### src/rtl/fsm_code_decoder.sv
// Link monitor and bit recoverer for the 3-bit state-code stream.
// Checks codes/transitions, tracks lock, and rebuilds the input bit.
module fsm_code_decoder #(
    parameter int LOCK_CNT = 3,
    parameter int SHIFT_W  = 8,
    parameter int ERR_W    = 8
) (
    input  logic               clk,
    input  logic               reset,
    input  logic               in_valid,
    input  logic [2:0]         code,
    output logic               bit_valid,
    output logic               bit_out,
    output logic [SHIFT_W-1:0] shift_reg,
    output logic [7:0]         bit_count,
    output logic               locked,
    output logic               err_pulse,
    output logic [ERR_W-1:0]   err_count
);

    typedef enum logic [1:0] {
        IDLE   = 2'd0,
        TRACK  = 2'd1,
        LOCKED = 2'd2
    } state_t;

    localparam logic [3:0] LOCK_MAX = 4'(LOCK_CNT);

    state_t     state, state_n;
    logic [2:0] prev_code, prev_n;
    logic [3:0] lc, lc_n;
    logic [3:0] lc_inc;

    logic code_ok;
    logic t_legal;
    logic t_dec;
    logic t_bit;

    logic bv_n;
    logic bo_n;
    logic ep_n;
    logic push;

    assign lc_inc = lc + 4'd1;

    // Classify the incoming code against the generator's code set.
    always_comb begin
        code_ok = 1'b0;
        case (code)
            3'd1, 3'd2, 3'd4, 3'd6, 3'd7: code_ok = 1'b1;
            default:                      code_ok = 1'b0;
        endcase
    end

    // Look up the previous->current transition and any bit it carries.
    always_comb begin
        t_legal = 1'b0;
        t_dec   = 1'b0;
        t_bit   = 1'b0;
        case ({prev_code, code})
            {3'd2, 3'd4},
            {3'd6, 3'd7},
            {3'd1, 3'd6}: begin
                t_legal = 1'b1;
            end
            {3'd4, 3'd6},
            {3'd7, 3'd2}: begin
                t_legal = 1'b1;
                t_dec   = 1'b1;
                t_bit   = 1'b1;
            end
            {3'd4, 3'd1},
            {3'd7, 3'd4}: begin
                t_legal = 1'b1;
                t_dec   = 1'b1;
                t_bit   = 1'b0;
            end
            default: begin
                t_legal = 1'b0;
            end
        endcase
    end

    // Next-state logic: lock acquisition, error detection, bit emission.
    always_comb begin
        state_n = state;
        prev_n  = prev_code;
        lc_n    = lc;
        bv_n    = 1'b0;
        bo_n    = bit_out;
        ep_n    = 1'b0;
        push    = 1'b0;
        if (in_valid) begin
            case (state)
                IDLE: begin
                    if (code_ok) begin
                        prev_n  = code;
                        lc_n    = 4'd0;
                        state_n = TRACK;
                    end else begin
                        ep_n = 1'b1;
                    end
                end
                TRACK: begin
                    if (!code_ok) begin
                        ep_n    = 1'b1;
                        state_n = IDLE;
                    end else if (!t_legal) begin
                        ep_n   = 1'b1;
                        prev_n = code;
                        lc_n   = 4'd0;
                    end else begin
                        prev_n = code;
                        lc_n   = lc_inc;
                        if (lc_inc == LOCK_MAX) begin
                            state_n = LOCKED;
                        end
                    end
                end
                LOCKED: begin
                    if (!code_ok) begin
                        ep_n    = 1'b1;
                        state_n = IDLE;
                    end else if (!t_legal) begin
                        ep_n    = 1'b1;
                        prev_n  = code;
                        lc_n    = 4'd0;
                        state_n = TRACK;
                    end else begin
                        prev_n = code;
                        if (t_dec) begin
                            bv_n = 1'b1;
                            bo_n = t_bit;
                            push = 1'b1;
                        end
                    end
                end
                default: begin
                    state_n = IDLE;
                end
            endcase
        end
    end

    // Control state: FSM, previous code and lock counter.
    always_ff @(posedge clk) begin
        if (reset) begin
            state     <= IDLE;
            prev_code <= 3'd0;
            lc        <= 4'd0;
        end else begin
            state     <= state_n;
            prev_code <= prev_n;
            lc        <= lc_n;
        end
    end

    // Registered bit outputs; history survives lock loss.
    always_ff @(posedge clk) begin
        if (reset) begin
            bit_valid <= 1'b0;
            bit_out   <= 1'b0;
            shift_reg <= '0;
            bit_count <= 8'd0;
        end else begin
            bit_valid <= bv_n;
            bit_out   <= bo_n;
            if (push) begin
                shift_reg <= {shift_reg[SHIFT_W-2:0], bo_n};
                bit_count <= bit_count + 8'd1;
            end
        end
    end

    // Error pulse and saturating error total.
    always_ff @(posedge clk) begin
        if (reset) begin
            err_pulse <= 1'b0;
            err_count <= '0;
        end else begin
            err_pulse <= ep_n;
            if (ep_n && (err_count != {ERR_W{1'b1}})) begin
                err_count <= err_count + 1'b1;
            end
        end
    end

    assign locked = (state == LOCKED);

endmodule

### config.mk
export PLATFORM = sky130hd
export DESIGN_NAME = fsm_code_decoder
export DESIGN_NICKNAME = d
export VERILOG_FILES = /design/src/rtl/fsm_code_decoder.sv
export SDC_FILE = /design/constraint.sdc
export NUM_CORES = 1
export LEC_CHECK = 0
export ABC_AREA = 0
export BUFFER_PORTS_ARGS = -buffer_cell sky130_fd_sc_hd__clkbuf_2
export CORE_UTILIZATION = 50
export CTS_BUF_LIST = sky130_fd_sc_hd__clkbuf_8 sky130_fd_sc_hd__clkbuf_16
export CTS_CLUSTER_SIZE = 12
export DETAILED_ROUTE_END_ITERATION = 10
export MAX_ROUTING_LAYER = met4
export PLACE_DENSITY_LB_ADDON = 0.15
export SETUP_SLACK_MARGIN = 0.02
export SYNTH_ARGS = -nofsm -noshare
export SYNTH_HDL_FRONTEND = slang
export SYNTH_SLANG_ARGS = --single-unit
### constraint.sdc
create_clock -name clk -period 2 [get_ports clk]
set_clock_uncertainty 0.2 [all_clocks]
set_input_delay 0 -clock clk [delete_from_list [all_inputs] [get_ports clk]]
set_output_delay 0 -clock clk [all_outputs]
set_load 0.005 [all_outputs]
After elaboration in Yosys (flattened, before gate mapping) --
Cells that the tools add are included.
Storage, ports and cells: memory bits (writable) 0, flip-flop bits (word level) 36, memories 0, ROM bits 0, output and inout bits 28, logic and storage cells 79, bits in latches 0, bits of input ports 6
Operators by class: bitwise gates (word level) 0, divide/modulo/power cells 0, $lt $le $gt $ge 0, $add $sub $neg 3, reduce and logical (&&, ||, !) cells 12, multipliers 0, muxes and demuxes 32, equal/unequal tests 23, shifts and indexed selects 0
Operators with widths (count):
- == test 6 bit (second input constant) | 5
- two-way mux 4 bit | 5
- two-way mux 1 bit | 18
- adder 8 x 1 -> 8 bit (second input constant) | 2
- two-way mux 2 bit | 6
- case mux 4 bit (3 select lines) | 1
- == test 3 bit (second input constant) | 3
- != test 3 bit (second input constant) | 3
- != test 8 bit (second input constant) | 1
- OR reduction 7 bit | 1
- == test 6 x 4 -> 1 bit (second input constant) | 1
- == test 6 x 5 -> 1 bit (second input constant) | 1
- != test 2 bit (second input constant) | 3
- case mux 2 bit (3 select lines) | 1
- AND reduction 6 bit | 1
- AND reduction 5 bit | 1
- OR reduction 5 bit | 1
- adder 4 x 1 -> 4 bit (second input constant) | 1
- == test 4 x 2 -> 1 bit (second input constant) | 1
- OR reduction 2 bit | 2
- OR reduction 4 bit | 1
- == test 3 x 1 -> 1 bit (second input constant) | 1
- == test 3 x 2 -> 1 bit (second input constant) | 1
- AND reduction 3 bit | 1
- 8 further kinds | 8

Longest topological paths before layout --
Gate-level depths: netlist (run 1).
depth in word-level cells 8, mapped depth 9, mapped depth without buffers 6

Worst setup path before layout (run 1) --
No wires, ideal clock.
path kind register -> register, start point reg prev_code[0], end point reg state[0], cell stages (with the launch flop) 8, setup time 0.070 ns, data arrival time 1.869 ns, buffers on the path 1, data required time 1.730 ns, slack -0.139 ns, cell sequence dfxtp_1 > buf_6 > xor2_1 > mux2i_1 > o211ai_2 > a221o_1 > or4_1 > a21oi_1
On the way: word-level cells in the longest chain between the ends 5, elaborated cells on any way between the ends 12
Ends and longest elaborated chain:
- from (decl) | line 30 | logic [2:0] prev_code, prev_n;
- from (signal assigned) | line 153 | prev_code <= prev_n;
- == test 6 bit (tied with other cells) | line 60 | case ({prev_code, code})
- OR reduction 7 bit (no line) *
- two-way mux 1 bit * | line 60
- != test 3 bit (no line)
- AND reduction 5 bit (no line) *
- to (signal assigned) | line 152 | state <= state_n;
- to (decl) | line 29 | state_t state, state_n;
Mark *: on every way between the ends. The rest lies on a longest branch, timed or not. A chain may end at the register's enable or synchronous reset.

Final worst setup path (run 1) --
start point reg prev_code[0], end point reg state[1]
Same word-level chain as after synthesis.

==> reports/metrics.csv, run 1 <==
metric;value;unit
status;finished, violations left;
failing checks;setup timing;
leakage;1.16;nW
Final HPWL DP;3160;um
Final Cycle Share;107;%
initial antenna violation count;0;
synthesized instance count;234;
design area;2740;sq um
total global-route track usage;25.1;%
R2R Path End;state[1];
WL/cell;14.5;um
row count;22;
H-Tree Level Count;2;
area grow syn2layout;38.0;%
worst-margin pin slew;0.398;ns
port buffer count;33;
total grt overflow;0;
DRT iter0 DRCs;166;
Cell Area, Synth;1990;sq um
dpl ws;-0.160;ns
clock transition at the registers of the reported paths;0.08;ns
R2R depth;6;
arrival time worst endpoint;2.17;ns
leading area contributor after synthesis;dfxtp_1;
Diodes inserted;0;
pwr/cell area;596;nW/um^2
maxcap violations;0;
Worst setup SP type;flip-flop;
synth top area cells;dfxtp_1, ha_1, mux2i_1;
CP max FO;5;
GP Congestion;0.892;
EDFF count, synth;0;
final setup TNS;-0.809;ns
Root Driver;clkbuf_8;
Fmax achieved;468;MHz
Worst Path Required;2.03;ns
commonest non-fill, non-tap cell in the layout;dfxtp_1;
max incr delay on CP;0.48;ns
yosys warns;0;
Critical-path top delay cell;or4_1;
Crit Path Category;flip-flop to flip-flop;
chip width;65.0;um
Routed WL;5050;um
DRC;0;
Hold Path End;prev_code[2];
full die area;4230;sq um
async set-reset flop share out of synthesis;0;%
I/O pin cnt;34;
Min Hold Slack;0.0947;ns
Top FF cell, synth;dfxtp_1;
final worst setup slack;-0.135;ns
flops & latches, synth;36;
fraction of layout cells with a size suffix above 1;32.6;%
1st-pass router iterations;4;
CP Buf/Inv Count;0;
post-layout minimum cycle time;2.13;ns
critical path cell sequence;xor2_1, mux2i_1, o211ai_2, a221o_1, or4_1, a21oi_1;
clock sink count;36;
pin count of the biggest net entering global routing;26;
DP Area;2380;sq um
syn_nets;248;
final net count;314;
Filler Cell Count;293;
Clock Latency Late Sink;0.30;ns
Hold Crit Depth;3;
commonest cells after routing, fill and taps aside;dfxtp_1, clkbuf_2, buf_4, nor2_1, nand2_1;
Bufs on Longest Clock Path;2;
vias in the first global route;1673;
number of CTS-inserted buffers;5;
Distinct cells, synth;50;
ANT nets after route;0;
CTS tree;done;
Hold Startpoint;code[1];
Syn Area/Cell;8.49;sq um
Worst Hold Class;input port to flip-flop;
total number of vias;1990;
Vert. Die Dim;65.0;um
Starting Density;53.1;%
final core occ;73.2;%
drt via density;5.70;
register area share after synthesis;36.3;%
RSZ-0062 raised after global routing;true;
reg2reg setup slack;-0.13;ns
core area;3740;sq um
Final Slew Violations;0;
first-pass GRT wire length;7920;um
CP endpoint kind;flip-flop;
RR Startpoint;prev_code[0];
endpoints failing hold;0;
Yosys top cell area share;36.3;%
Peak VDD IR;0.449;mV
delay-heaviest family, CP;compound AO/OA/AOI/OAI gates;
Rel. slew slack;73.4;%
Final setup viols;13;
## through the flow
| stage | power, mW | std cells |
|---|---|---|
| floorplan | 0.896 | 234 |
| global placement | 0.974 | 330 |
| detailed placement | 0.977 | 330 |
| CTS | 1.64 | 348 |
| global route | 1.70 | 349 |
| finish | 1.63 | 349 |
## worst reg2reg max path, delay by kind of cell, from the launching register on
| family | cells | cell delay (ns) |
|---|---|---|
| xor gates and xnor gates | 1 | 0.18 |
| AOI/OAI and AO/OA | 3 | 0.59 |
| and+or+nand+nor | 1 | 0.48 |
| DFF | 1 | 0.36 |
| muxes | 1 | 0.26 |
## routing by layer
layer	vias up	track usage, %	share of wire, %
li1	983	-	-
met1	935	34.2	47
met2	66	36.3	46
met3	6	5.46	5.4
met4	0	9.51	1.4
met5	-	-	0
## cell families (layout without fill, tap and decap cells)
kind of cell               after synthesis  in the layout  synth area share [%]
muxes                                   10             10                  5.04
and+or+nand+nor                        100            100                  28.7
DFF                                     36             36                  36.3
AOI/OAI and AO/OA                       49             49                  15.8
xor gates and xnor gates                 9              9                  3.97
adders and majority gates                8              8                  5.04
buffers and inverters                   22             89                  5.16
## timing repair
action,4_1_cts,5_1_grt
pin swaps,10,17
hold buffers,6,0
gates resized for setup,13,18
setup buffers,4,1
hold endpoints to repair,9,0
setup endpoints to repair,27,31
## worst max path at each step
stage                     slack (ns)    startpoint  endpoint  cells after the start
after CTS                      -0.11  prev_code[0]  state[1]                      6
after global routing           -0.22  prev_code[0]     lc[3]                      9
after global placement         -0.08  prev_code[0]  state[1]                      6
final                          -0.13  prev_code[0]  state[1]                      6
after detailed placement       -0.16  prev_code[0]  state[1]                      6
after floorplan                -0.12  prev_code[0]  state[1]                      7
## synthesized netlist by cell type, types with 5 or more instances
cell type  count
xnor2_1        6
mux2i_1       10
nand3_1       10
inv_1          9
dfxtp_1       36
a21oi_1       17
nor4_1         9
ha_1           8
clkbuf_1       6
nand2b_1       5
nor2_1        23
o21ai_0       10
nand2_1       17
nand4_1        6
## where the power goes
group | total [mW] | internal [mW] | switching (mW)
clock | 0.638 | 0.365 | 0.273
combinational | 0.249 | 0.113 | 0.136
sequential | 0.747 | 0.729 | 0.0173
## layout make-up
cell class / count / area [sq um] / area share [%]
timing repair buffer: 72 / 512 / 18.7
clock inverter: 3 / 38.8 / 1.41
sequential: 36 / 728 / 26.6
clock buffer: 5 / 68.8 / 2.51
inverter: 9 / 33.8 / 1.23
tap: 48 / 60.1 / 2.19
multi-input combinational: 176 / 1300 / 47.4
No activity file was read; power rests on OpenSTA's default activity.
==> run 2: changes to the inputs <==
CORE_UTILIZATION = 60   (was 50)
clock period = 2.5 ns   (was 2 ns; I/O delays follow)
==> run 2 against run 1 <==
The flow now finishes without violations. Clock power decreased by 22%. Combinational power fell by 45%. Final cell count shrank 9.2%. Non-clock buffer count decreased by 28. Worst hold slack lost 0.092 ns. Sequential share of layout area is 4.2 points higher. Clock-buffer cell count stayed put. Global-route usage increased by 3.1 points. Final area shrank 14%. Power is 24% lower.
==> reports/metrics.csv, run 2 (synthesis results as in run 1) <==
metric;value;unit;change
status;finished, final reports clean;;
multi-input combinational cell area;1170;sq um;-10%
maxcap violations;0;;unchanged
commonest cells after routing, fill and taps aside;dfxtp_1, clkbuf_2, nor2_1, nand2_1, a21oi_1;;
total number of vias;1848;;-7.1%
Clock Latency Late Sink;0.29;ns;about the same
Top Metal Used;met4;;
area grow syn2layout;18.1;%;
Fmax achieved;438;MHz;
initial antenna violation count;0;;unchanged
Root Driver;clkbuf_8;;
drt via density;5.83;;+2.2%
pwr/cell area;527;nW/um^2;-12%
Crit Path Category;input port to flip-flop;;
Vert. Die Dim;59.5;um;-8.4%
clock sink count;36;;unchanged
Worst Path Required;2.52;ns;+0.49 ns
vias in the first global route;1641;;-1.9%
Bufs on Longest Clock Path;2;;unchanged
CP max FO;14;;+9
CP endpoint kind;flip-flop;;
port buffer count;33;;unchanged
WL met2;2080;um;-10%
RSZ-0062 raised after global routing;false;;
post-layout minimum cycle time;2.29;ns;
final worst setup slack;0.215;ns;+0.349 ns
arrival time worst endpoint;2.31;ns;+0.14 ns
Worst setup SP type;input port;;
final setup TNS;0;ns;+0.809 ns
Routed WL;4350;um;-14%
met1 WL;2000;um;-16%
Filler Cell Count;274;;-6.5%
fraction of layout cells with a size suffix above 1;20.5;%;-12 points
core area;3100;sq um;-17%
ANT nets after route;0;;unchanged
Worst Hold Class;input port to flip-flop;;
Starting Density;64.0;%;+11 points
final net count;286;;-8.9%
first-pass GRT wire length;7260;um;-8.4%
number of CTS-inserted buffers;5;;unchanged
CTS tree;done;;
DRC;0;;unchanged
I/O pin cnt;34;;unchanged
endpoints failing hold;0;;unchanged
commonest non-fill, non-tap cell in the layout;dfxtp_1;;
Rel. slew slack;56.6;%;-17 points
Final Slew Violations;0;;unchanged
sequential standard cell area;722;sq um;-0.86%
DRT iter0 DRCs;144;;-13%
Final setup viols;0;;-13
dpl ws;0.178;ns;+0.337 ns
full die area;3550;sq um;-16%
chip width;59.5;um;-8.4%
total grt overflow;0;;unchanged
worst-margin pin slew;0.651;ns;+0.253 ns
clock transition at the registers of the reported paths;0.07;ns;about the same
Final HPWL DP;3030;um;-4.1%
Peak VDD IR;0.402;mV;-10%
leakage;0.994;nW;-15%
Diodes inserted;0;;unchanged
H-Tree Level Count;2;;unchanged
row count;20;;-9.1%
1st-pass router iterations;4;;unchanged
GP Congestion;0.904;;+1.4%
total global-route track usage;28.2;%;+3.1 points
pin count of the biggest net entering global routing;27;;+3.8%
Final Cycle Share;91.4;%;
WL/cell;13.7;um;-5.2%
met3 wire length;212;um;-22%
Total Power;1.24;mW;-24%
## run 2: changes by cell type in the layout (fill, tap and decap cells not counted), moves of 4 or more
cell / delta
nor4_2: -4
buf_6: -5
nor4_1: +7
buf_4: -20
## run 2: repair_timing
action | 4_1_cts | 5_1_grt
buffers inserted | 0 | 0
endpoints found under the setup margin | 0 | 3
resized for setup | 0 | 3
hold buffers | 5 | 0
hold endpoints to repair | 10 | 0
## run 2: per-layer routing
metal  track usage [%]  vias to the layer above
met5                 -                        -
met1              35.1                      857
li1                  -                      930
met3              7.86                       11
met2              45.3                       50
met4              6.98                        0
## run 2: final timing paths
kind | depth (start not counted) | slack [ns] | end | start
max reg2reg | 6 | 0.23 | prev_code[2] | state[1]
min | 3 | 0.003 | err_pulse | in_valid
min reg2reg | 2 | 0.28 | bit_out | bit_out
max | 8 | 0.21 | bit_count[5] | code[2]
## run 2: power breakdown
part / total, mW / internal (mW) / switching (mW)
clock network: 0.497 / 0.292 / 0.205
registers: 0.602 / 0.584 / 0.0172
logic: 0.138 / 0.0573 / 0.0810
total: 1.24 / 0.933 / 0.303
## run 2: critical path, cell delays in order
cell           delay [ns]
dlygate4sd3_1        0.52
clkbuf_2             0.25
xor2_1               0.22
o21a_1               0.19
nand4_1              0.15
a21o_2               0.31
or4_1                0.51
a21oi_1              0.15
## run 2: final cells by class
class                      count  share of cell area, %
timing repair buffer          44                   11.1
tap                           44                   2.35
clock inverter                 3                   1.65
clock buffer                   5                   2.93
multi-input combinational    176                   49.8
inverter                       9                   1.44
sequential                    36                   30.8
## run 2: per-stage QoR
stage	instances	hold WS, ns	area [sq um]	utilization [%]
floorplan	234	0.0842	1990	-
global placement	304	0.131	2180	70.4
detailed placement	304	0.139	2180	70.4
CTS	317	0.0183	2340	75.4
global route	317	0.0179	2350	75.6
finish	317	0.00276	2350	75.6
==> run 3: changes to the inputs <==
--- a/config.mk
+++ b/config.mk
@@ -10,9 +10,9 @@
 export CORE_UTILIZATION = 60
 export CTS_BUF_LIST = sky130_fd_sc_hd__clkbuf_8 sky130_fd_sc_hd__clkbuf_16
-export CTS_CLUSTER_SIZE = 12
+export CTS_CLUSTER_SIZE = 30
 export DETAILED_ROUTE_END_ITERATION = 10
 export MAX_ROUTING_LAYER = met4
 export PLACE_DENSITY_LB_ADDON = 0.15
-export SETUP_SLACK_MARGIN = 0.02
+export SETUP_SLACK_MARGIN = 0.5
 export SYNTH_ARGS = -nofsm -noshare
 export SYNTH_HDL_FRONTEND = slang
==> constraint.sdc (replaced) <==
create_clock -name clk -period 2.5 [get_ports clk]
set_clock_uncertainty 0.2 [all_clocks]
set_input_delay 0.5 -clock clk [delete_from_list [all_inputs] [get_ports clk]]
set_output_delay 0.5 -clock clk [all_outputs]
set_load 0.005 [all_outputs]
==> run 3 against run 2 <==
Maximum frequency increased by 0.86%. Non-clock buffer count increased by 20. Setup slack better by 0.020 ns. Critical path depth is 2 lower. Combinational power increased by 59%. Final cell count rose by 6.6%. Critical path type is now flip-flop to flip-flop. Critical endpoint is now state[0].
==> reports/metrics.csv, run 3 (synthesis results as in run 1) <==
metric;value;unit;change
status;finished, final reports clean;;
commonest non-fill, non-tap cell in the layout;dfxtp_1;;
CP max FO;7;;-7
RSZ-0062 raised after global routing;true;;
full die area;3550;sq um;unchanged
Final Cycle Share;90.6;%;-0.78 points
Worst Hold Class;input port to flip-flop;;
ANT nets after route;0;;unchanged
DRT iter0 DRCs;195;;+35%
GP Congestion;0.842;;-6.9%
pin count of the biggest net entering global routing;32;;+19%
DP Cell Count;309;;+1.6%
Peak VDD IR;0.288;mV;-28%
final setup TNS;0;ns;unchanged
Diodes inserted;0;;unchanged
H-Tree Level Count;2;;unchanged
Final HPWL DP;2840;um;-6.3%
I/O pin cnt;34;;unchanged
fraction of layout cells with a size suffix above 1;34.0;%;+14 points
chip width;59.5;um;unchanged
Routed WL;6740;um;+55%
pwr/cell area;458;nW/um^2;-13%
final net count;307;;+7.3%
CTS tree;done;;
total grt overflow;0;;unchanged
first-pass GRT wire length;8690;um;+20%
R2R depth;6;;unchanged
Fmax achieved;441;MHz;+0.86%
maxcap violations;0;;unchanged
DRC;0;;unchanged
1st-pass router iterations;4;;unchanged
clock sink count;36;;unchanged
Clock Latency Late Sink;0.29;ns;about the same
arrival time worst endpoint;2.28;ns;-0.03 ns
design area;2740;sq um;+17%
Worst setup SP type;flip-flop;;
Starting Density;64.0;%;unchanged
Rel. slew slack;64.1;%;+7.5 points
Total Power;1.25;mW;+1.4%
commonest cells after routing, fill and taps aside;dfxtp_1, clkbuf_2, nor2_1, buf_4, nand2_1;;
Vert. Die Dim;59.5;um;unchanged
clock transition at the registers of the reported paths;0.07;ns;about the same
area grow syn2layout;37.7;%;
Crit Path Category;flip-flop to flip-flop;;
CTS Hold Buffers Added;0;;-5
worst-margin pin slew;0.538;ns;-0.113 ns
Root Driver;clkbuf_8;;
DP Area;2300;sq um;+5.2%
endpoints failing hold;0;;unchanged
total number of vias;2189;;+18%
total global-route track usage;34.2;%;+6.0 points
WL/cell;19.9;um;+45%
Hold Crit Depth;2;;-1
vias in the first global route;1835;;+12%
final non-filler cell total;338;;+6.6%
reg2reg setup slack;0.23;ns;about the same
core area;3100;sq um;unchanged
Final Slew Violations;0;;unchanged
initial antenna violation count;0;;unchanged
row count;20;;unchanged
post-layout minimum cycle time;2.27;ns;-0.0195 ns
number of CTS-inserted buffers;5;;unchanged
port buffer count;33;;unchanged
Worst Path Required;2.51;ns;about the same
drt via density;6.48;;+11%
Bufs on Longest Clock Path;2;;unchanged
Final setup viols;0;;unchanged
leakage;1.14;nW;+14%
CP endpoint kind;flip-flop;;
[run 3: cell types whose count changed in the layout (fill, tap and decap cells not counted), sizes merged]
cell,before,now
dlygate4sd3,5,0
clkinv,1,0
a21o,2,3
bufinv,1,0
clkbuf,38,39
buf,6,31
inv,10,11
[run 3: timing repair]
action / in CTS / in global routing
gates cloned: 1 / 0
setup buffers: 12 / 8
setup endpoints to repair: 30 / 31
resized for setup: 25 / 13
pin swaps: 26 / 20
[run 3: worst paths after layout]
| path | startpoint | endpoint |
|---|---|---|
| worst min-delay path | reset | prev_code[2] |
| worst min register to register | shift_reg[7] | shift_reg[7] |
| worst max register to register | prev_code[0] | state[0] |
| worst max-delay path | prev_code[0] | state[0] |
[run 3: final cells by class]
class	count	area [sq um]
Multi-Input combinational cell	177	1360
Sequential cell	36	733
Timing Repair Buffer	64	465
Fill cell	154	368
Clock buffer	6	82.6
Tap cell	44	55.1
Inverter	9	33.8
Clock inverter	2	7.51
[run 3: critical path, cell delays in order, from the launching register on]
cell and delay (ns):
dfxtp_4 0.40, xor2_2 0.16, mux2i_1 0.23, o211ai_2 0.17
a221o_1 0.41, or4_1 0.44, a21oi_1 0.17
[run 3: power breakdown]
part	switching (mW)	total, mW	internal, mW
logic	0.127	0.220	0.0932
registers	0.0193	0.603	0.584
clock network	0.214	0.431	0.217
total	0.360	1.25	0.894
[run 3: routing by layer]
| layer | vias up | GRT usage (%) | routed length, um |
|---|---|---|---|
| li1 | 961 | - | - |
| met1 | 1053 | 42.1 | 2760 |
| met2 | 132 | 52.2 | 3150 |
| met3 | 43 | 6.33 | 517 |
| met4 | 0 | 20.3 | 308 |
| met5 | - | - | 0 |
[run 3: per-stage QoR]
stage | setup WS, ns | util (%) | hold slack, ns
detailed placement | 0.0172 | 74.0 | 0.259
finish | 0.234 | 88.1 | 0.248
CTS | 0.321 | 84.2 | 0.246
global placement | 0.0498 | 74.0 | 0.251
floorplan | 0.291 | - | 0.253
global route | 0.181 | 88.1 | 0.255
